==> src/rtl/turf_udp_axil_bridge.sv <==
// UDP register engine to AXI4-Lite master bridge.
// One transaction at a time, with a per-request timeout and an error counter.
module turf_udp_axil_bridge #(
    parameter int unsigned TIMEOUT  = 255,
    parameter logic [31:0] ERR_DATA = 32'hFFFFFFFF
) (
    input  logic        aclk,
    input  logic        aresetn,
    input  logic        en_i,
    input  logic        wr_i,
    input  logic [27:0] adr_i,
    input  logic [31:0] dat_i,
    output logic        ack_o,
    output logic [31:0] dat_o,
    output logic [27:0] m_axi_awaddr,
    output logic        m_axi_awvalid,
    input  logic        m_axi_awready,
    output logic [31:0] m_axi_wdata,
    output logic [3:0]  m_axi_wstrb,
    output logic        m_axi_wvalid,
    input  logic        m_axi_wready,
    input  logic [1:0]  m_axi_bresp,
    input  logic        m_axi_bvalid,
    output logic        m_axi_bready,
    output logic [27:0] m_axi_araddr,
    output logic        m_axi_arvalid,
    input  logic        m_axi_arready,
    input  logic [31:0] m_axi_rdata,
    input  logic [1:0]  m_axi_rresp,
    input  logic        m_axi_rvalid,
    output logic        m_axi_rready,
    output logic [15:0] err_count_o
);

    typedef enum logic [2:0] {
        IDLE, WR, WR_RESP, RD, RD_DATA, ACK
    } state_t;

    localparam int unsigned TW = (TIMEOUT < 2) ? 1 : $clog2(TIMEOUT + 1);
    localparam logic [TW-1:0] TMO_LAST = TW'(TIMEOUT - 1);
    localparam logic [TW-1:0] TMO_MAX  = TW'(TIMEOUT);

    state_t      r_state;
    logic [TW-1:0] r_tmo;
    logic [27:0] r_adr;
    logic [31:0] r_wdat;
    logic [31:0] r_dat;
    logic        r_ack;
    logic        r_awvalid;
    logic        r_wvalid;
    logic        r_bready;
    logic        r_arvalid;
    logic        r_rready;
    logic [15:0] r_err;

    logic        w_busy;
    logic        w_tmo;
    logic        w_aw_ok;
    logic        w_w_ok;
    logic        w_err_inc;

    assign w_busy  = (r_state == WR) || (r_state == WR_RESP) ||
                     (r_state == RD) || (r_state == RD_DATA);
    // Fires in the cycle the counter reaches TIMEOUT at the next edge.
    assign w_tmo   = w_busy && (r_tmo >= TMO_LAST);
    assign w_aw_ok = !r_awvalid || m_axi_awready;
    assign w_w_ok  = !r_wvalid || m_axi_wready;

    // Error events: non-OKAY responses, or a timeout not rescued by a handshake.
    always_comb begin
        w_err_inc = 1'b0;
        unique case (r_state)
            WR:      w_err_inc = w_tmo && !(w_aw_ok && w_w_ok);
            WR_RESP: w_err_inc = m_axi_bvalid ? (m_axi_bresp != 2'b00) : w_tmo;
            RD:      w_err_inc = w_tmo && !m_axi_arready;
            RD_DATA: w_err_inc = m_axi_rvalid ? (m_axi_rresp != 2'b00) : w_tmo;
            default: w_err_inc = 1'b0;
        endcase
    end

    // Saturating error counter.
    always_ff @(posedge aclk or negedge aresetn) begin
        if (!aresetn) begin
            r_err <= 16'd0;
        end else if (w_err_inc && (r_err != 16'hFFFF)) begin
            r_err <= r_err + 16'd1;
        end
    end

    // Transaction FSM with registered channel controls.
    always_ff @(posedge aclk or negedge aresetn) begin
        if (!aresetn) begin
            r_state   <= IDLE;
            r_tmo     <= '0;
            r_adr     <= 28'd0;
            r_wdat    <= 32'd0;
            r_dat     <= 32'd0;
            r_ack     <= 1'b0;
            r_awvalid <= 1'b0;
            r_wvalid  <= 1'b0;
            r_bready  <= 1'b0;
            r_arvalid <= 1'b0;
            r_rready  <= 1'b0;
        end else begin
            r_ack <= 1'b0;
            if (w_busy && (r_tmo != TMO_MAX)) begin
                r_tmo <= r_tmo + 1'b1;
            end
            unique case (r_state)
                IDLE: begin
                    if (en_i) begin
                        r_adr  <= adr_i;
                        r_wdat <= dat_i;
                        r_tmo  <= '0;
                        if (wr_i) begin
                            r_state   <= WR;
                            r_awvalid <= 1'b1;
                            r_wvalid  <= 1'b1;
                        end else begin
                            r_state   <= RD;
                            r_arvalid <= 1'b1;
                        end
                    end
                end
                WR: begin
                    if (m_axi_awready) r_awvalid <= 1'b0;
                    if (m_axi_wready)  r_wvalid  <= 1'b0;
                    if (w_aw_ok && w_w_ok) begin
                        r_state  <= WR_RESP;
                        r_bready <= 1'b1;
                    end else if (w_tmo) begin
                        r_awvalid <= 1'b0;
                        r_wvalid  <= 1'b0;
                        r_state   <= ACK;
                        r_ack     <= 1'b1;
                    end
                end
                WR_RESP: begin
                    if (m_axi_bvalid || w_tmo) begin
                        r_bready <= 1'b0;
                        r_state  <= ACK;
                        r_ack    <= 1'b1;
                    end
                end
                RD: begin
                    if (m_axi_arready) begin
                        r_arvalid <= 1'b0;
                        r_rready  <= 1'b1;
                        r_state   <= RD_DATA;
                    end else if (w_tmo) begin
                        r_arvalid <= 1'b0;
                        r_dat     <= ERR_DATA;
                        r_state   <= ACK;
                        r_ack     <= 1'b1;
                    end
                end
                RD_DATA: begin
                    if (m_axi_rvalid) begin
                        r_rready <= 1'b0;
                        r_dat    <= (m_axi_rresp == 2'b00) ? m_axi_rdata
                                                           : ERR_DATA;
                        r_state  <= ACK;
                        r_ack    <= 1'b1;
                    end else if (w_tmo) begin
                        r_rready <= 1'b0;
                        r_dat    <= ERR_DATA;
                        r_state  <= ACK;
                        r_ack    <= 1'b1;
                    end
                end
                ACK: begin
                    r_state <= IDLE;
                end
                default: begin
                    r_state <= IDLE;
                end
            endcase
        end
    end

    assign ack_o         = r_ack;
    assign dat_o         = r_dat;
    assign m_axi_awaddr  = r_adr;
    assign m_axi_awvalid = r_awvalid;
    assign m_axi_wdata   = r_wdat;
    assign m_axi_wstrb   = 4'hF;
    assign m_axi_wvalid  = r_wvalid;
    assign m_axi_bready  = r_bready;
    assign m_axi_araddr  = r_adr;
    assign m_axi_arvalid = r_arvalid;
    assign m_axi_rready  = r_rready;
    assign err_count_o   = r_err;

endmodule

==> config.mk <==
export PLATFORM = sky130hd
export DESIGN_NAME = turf_udp_axil_bridge
export DESIGN_NICKNAME = d
export VERILOG_FILES = /design/src/rtl/turf_udp_axil_bridge.sv
export SDC_FILE = /design/constraint.sdc
export NUM_CORES = 1
export LEC_CHECK = 0
export CORE_ASPECT_RATIO = 0.6
export CORE_MARGIN = 5
export CORE_UTILIZATION = 41
export DETAILED_ROUTE_END_ITERATION = 6
export PLACE_DENSITY = 0.86
export SLEW_MARGIN = 20
export SYNTH_ARGS = -nofsm -noshare
export SYNTH_HDL_FRONTEND = slang
export SYNTH_SLANG_ARGS = --single-unit
export TNS_END_PERCENT = 20
==> constraint.sdc <==
create_clock -name aclk -period 2.7 [get_ports aclk]
set_clock_uncertainty 0.2 [all_clocks]
set_input_delay 0.54 -clock aclk [delete_from_list [all_inputs] [get_ports aclk]]
set_output_delay 0.54 -clock aclk [all_outputs]
set_load 0.02 [all_outputs]
* Word-level counts from Yosys, hierarchy flattened *
Cells that the tools add are included.

word-level totals
  flip-flop bits (word level) = 125
  bits of input ports = 105
  output and inout port bits = 146
  word-level logic and storage cells = 107

operators by class
  add/sub/neg operators = 2
  magnitude comparators = 1
  equal/unequal tests = 15
  multiplexer cells = 46
  reduce and logical (&&, ||, !) cells = 31

operator list
  operator                                                   number
  two-way mux 32 bit                                         4
  case mux 32 bit (2 select lines)                           1
  two-way mux 8 bit                                          3
  two-way mux 1 bit                                          23
  two-way mux 3 bit                                          6
  adder 16 x 1 -> 16 bit (second input constant)             1
  != test 16 bit (second input constant)                     1
  case mux 3 bit (5 select lines)                            1
  nonzero test 2 bit                                         6
  != test 2 bit (second input constant)                      5
  case mux 1 bit (2 select lines)                            5
  AND reduction 3 bit                                        3
  adder 8 x 1 -> 8 bit (second input constant)               1
  greater-or-equal comparator 8 bit (second input constant)  1
  != test 8 bit (second input constant)                      1
  case mux 1 bit (4 select lines)                            2
  == test 3 x 2 -> 1 bit (second input constant)             2
  logical AND 1 bit                                          6
  logical OR 1 bit                                           6
  != test 3 bit (second input constant)                      2
  AND reduction 2 bit                                        3
  zero test 1 bit                                            4
  != test 2 x 1 -> 1 bit (second input constant)             2
  AND reduction 4 bit                                        1
  other kinds (5)                                            5

* Logic depth before layout (Yosys ltp) *
  depth after elaboration = 8
  gate-level depth with buffers = 9
  gate-level depth less buffers = 8

* Worst setup path before layout *
OpenSTA, ideal clock, no wires.

  path type = register to register
  from = register r_err[0] (netlist: err_count_o[0])
  to = register r_err[3] (netlist: err_count_o[3])
  setup time = 0.134 ns
  arrival time = 1.903 ns
  required time = 2.366 ns
  setup slack = 0.464 ns
  cell stages (with the launch flop) = 10
  path buffers = 2
  period minus slack after synthesis = 2.236 ns
  path through = dfrtp_1 ha_1 nand2_1 or2_1 buf_6 or3_4 o31ai_4 buf_8 nor2_1 xor2_1

on the way
  cells in the longest elaborated chain, start to end = 2
  elaborated cells on any way between the ends = 3
  those cells by class = add/sub: 1; eq/ne: 1; reduce/logical: 1

ends and longest elaborated chain
  what                                                                            RTL line  source
  start, declared                                                                 54        logic [15:0] r_err;
  start signal, assigned                                                          86        r_err <= r_err + 16'd1;
  parallel branches: the longest is 2 deep, another holds adder 16 x 1 -> 16 bit  --

Parallel ways; which one is timed is not known.
A chain may end at the register's enable or synchronous reset.

* Final worst setup path *
  from = register r_tmo[0]
  to = register r_err[14] (netlist: err_count_o[14])

on the way
  cells in the longest elaborated chain, start to end = 5
  elaborated cells on any way between the ends = 8
  those cells by class = order compare: 1; mux: 3; reduce/logical: 4

ends and longest elaborated chain
  what                                       RTL line  source
  start, declared                            44        logic [TW-1:0] r_tmo;
  start signal, assigned                     107       r_tmo <= r_tmo + 1'b1;
  greater-or-equal comparator 8 bit (*)      65        assign w_tmo = w_busy && (r_tmo >= TMO_LAST);
  logical AND 1 bit (*)                      65
  two-way mux 1 bit (tied with other cells)  76        RD_DATA: w_err_inc = m_axi_rvalid ? (m_axi_rresp != 2'b00) : w_tmo;
  case mux 1 bit (4 select lines) (*)        72        unique case (r_state)
  logical AND 1 bit (*)                      85        end else if (w_err_inc && (r_err != 16'hFFFF)) begin

Every way passes the cells marked *; elsewhere a longest branch is shown, timed or not.

==> results.txt <==
global-route wire length before repair - 21900 um
RSZ-0062 raised after global routing - false
ys async rst share - 100%
CTS Buffer Depth - 2
CP endpoint kind - flip-flop
# setup viols final - 0
commonest register cell after synthesis - dfrtp_1
vias in the first global route - 4266
post-DR vias/cell - 4.91
LEAKAGE - 3.49 nW
Avg WL per Cell - 17.0 um
DRT iter0 DRCs - 151
Skew-Pair Late Insertion Delay - 0.40 ns
initial antenna violation count - 0
status - finished, final reports clean
Placeable Area - 12900 um^2
final hold slack - 0.301 ns
critical path class - flip-flop to flip-flop
root cell of the clock tree - clkbuf_16
Fill cells - 949
CP Data Arrival Time - 2.42 ns
Finished Layout Cells - 820
die area - 15600 um^2
Cell Area, Synth - 5390 um^2
HP Class - flip-flop to flip-flop
share of cells above drive strength 1 - 17.8%
TritonCTS clock tree - yes
number of max-cap violations - 0
syn_area_per_cell - 13.1 um^2
Final Hold Vio Count - 0
Starting Density - 41.9%
Yosys reg bits - 125
Cells after Synth - 410
share of the yosys chip area belonging to registers - 58.0%
routed vias - 4023
Min-Delay Path Depth - 1
HPWL Detailed - 10700 um
Reg-to-Reg Start - r_tmo[0]$_DFF_PN0_
CTS Buf Count - 17
maximum vdd drop - 0.000750 V
largest net degree at the start of global routing - 72
relative slew slack - 65.1%
First-pass DRT Iterations - 4
Final Max Tran Viols - 0
minimum clock period - 2.35 ns
IO Port Bufs - 246
register area - 3130 um^2
dpl ws - 0.0450 ns
final worst setup slack - 0.348 ns
Hold Crit Endpoint - err_count_o[5]$_DFFE_PN0P_
worst r2r dst - err_count_o[14]$_DFFE_PN0P_
Tcrit/Tclk final - 87.1%
die width - 158 um
Total GRT Usage - 17.7%
Synth Warn # - 0
Max Fclk - 425 MHz
H-tree levels - 4
Routability Congestion - 0.778
Setup TNS Final - 0 ns
Final ANT Viol Nets - 0
n_diodes - 0
CTS sink cnt - 125
FF-to-FF path depth - 9
startpoint types - flip-flop
Critical Path RT - 2.77 ns
overflow left after global routing - 0
post-synthesis cell type count - 52
Ports - 251
Power Density - 1240 nW/um^2
multi-input logic area - 1930 um^2
# nets final - 745
largest fanout on the critical path - 12
Core Rows - 32
Worst-path clk slew - 0.06 ns
area growth from synthesis to layout - 58.5%
flop2flop setup slack - 0.35 ns
Tightest Pin Transition - 0.523 ns
Post-synth EDFFs - 0
Chip Height - 98.8 um
WL final - 14000 um
dpl cells - 787
drt drc - 0
Hold Crit Start - err_count_o[5]$_DFFE_PN0P_
-- registers in the layout (all words and copies together) (netlist names) --
name / count
m_axi_arvalid: 1
m_axi_wvalid: 1
m_axi_araddr: 28
m_axi_wdata: 32
dat_o: 32
r_state: 3
err_count_o: 16
r_tmo: 8
m_axi_awvalid: 1
m_axi_bready: 1
m_axi_rready: 1
ack_o: 1
-- power breakdown --
group | switching (W) | total [W] | internal [W]
clock | 0.000830 | 0.00257 | 0.00174
combinational | 0.00229 | 0.00481 | 0.00252
sequential | 0.000553 | 0.00318 | 0.00263
-- worst max-delay path by stage --
stage	cells past startpoint	startpoint	endpoint	slack, ns
after floorplan	9	err_count_o[0]$_DFFE_PN0P_	err_count_o[3]$_DFFE_PN0P_	0.46
after global placement	9	m_axi_wready	err_count_o[14]$_DFFE_PN0P_	0.1
after detailed placement	9	m_axi_awready	err_count_o[13]$_DFFE_PN0P_	0.05
after CTS	9	r_tmo[0]$_DFF_PN0_	err_count_o[14]$_DFFE_PN0P_	0.35
after global routing	9	r_tmo[0]$_DFF_PN0_	dat_o[18]$_DFFE_PN0P_	0.23
final	9	r_tmo[0]$_DFF_PN0_	err_count_o[14]$_DFFE_PN0P_	0.35
-- layout make-up --
| class | instances | share of cell area [%] |
|---|---|---|
| repair buffers | 256 | 30.3 |
| clock inverters | 13 | 2.80 |
| well taps | 170 | 2.49 |
| inverters | 4 | 0.176 |
| clock buffers | 19 | 5.07 |
| flip-flops and latches | 125 | 36.6 |
| multi-input cells | 233 | 22.6 |
-- worst max-delay path, stage by stage (launching register included) --
cell	delay (ns)
dfrtp_1	0.46
inv_1	0.07
ha_1	0.21
o211a_1	0.25
and2_1	0.18
o211a_1	0.26
o31ai_4	0.23
buf_12	0.18
nor4_1	0.06
xor2_1	0.15
-- through the flow --
stage	power [W]	util [%]	cell area, um^2
floorplan	0.00591	-	5400
global placement	0.00792	61.2	7860
detailed placement	0.00808	61.2	7860
CTS	0.0107	66.5	8540
global route	0.0111	66.5	8540
finish	0.0106	66.5	8540
-- cell usage in the layout, fill, tap and decap left out, drive strengths merged, types with 3 or more instances in the layout --
cell type,synthesis,final
a21oi,3,3
a22o,3,3
a31oi,3,3
and2,3,3
buf,45,10
bufinv,0,6
clkbuf,6,19
clkdlybuf4s50,0,245
clkinv,0,4
conb,1,4
dfrtp,125,125
ha,3,3
inv,4,5
mux2,60,60
nand2,15,15
nand3,9,9
nand4,7,7
nor2,24,24
nor2b,4,4
nor3,4,4
o21ai,6,6
o22a,34,34
xnor2,7,7
xor2,17,17
-- cells by family (layout without fill, tap and decap cells) --
kind of cell	Yosys count	count (layout)	share of synthesized area [%]
AO/OA/AOI/OAI	61	61	9.77
XOR/XNOR	24	24	4.04
adder cells (fa/ha/maj)	3	3	0.696
buffers and inverters	55	292	6.71
flip-flops	125	125	58.0
multiplexers	60	60	12.5
other	1	4	0.0696
AND/OR/NAND/NOR	81	81	8.17
-- metal layers --
metal	up-vias	global-route usage [%]	part of all wire, %
met5	-	0	0
met4	0	5.77	1.2
met3	14	7.11	10
met2	168	30.1	49
met1	1967	20.4	39
li1	1874	-	-
-- Yosys cell counts, drive strengths merged, types with 3 or more instances --
cell | instances | share of area (%)
dfrtp | 125 | 58
mux2 | 60 | 13
buf | 45 | 6.0
o22a | 34 | 5.5
nor2 | 24 | 1.7
xor2 | 17 | 2.9
nand2 | 15 | 1.0
nand3 | 9 | 0.84
nand4 | 7 | 0.81
xnor2 | 7 | 1.1
clkbuf | 6 | 0.42
o21ai | 6 | 0.56
inv | 4 | 0.28
nor2b | 4 | 0.46
nor3 | 4 | 0.74
a21oi | 3 | 0.28
a22o | 3 | 0.49
a31oi | 3 | 0.46
and2 | 3 | 0.35
ha | 3 | 0.70
-- what timing repair did --
action	in CTS	in global routing
setup buffers	0	0
hold buffers	1	0
hold endpoints to repair	35	0
resized for setup	0	0
No activity file was read; power rests on OpenSTA's default activity.
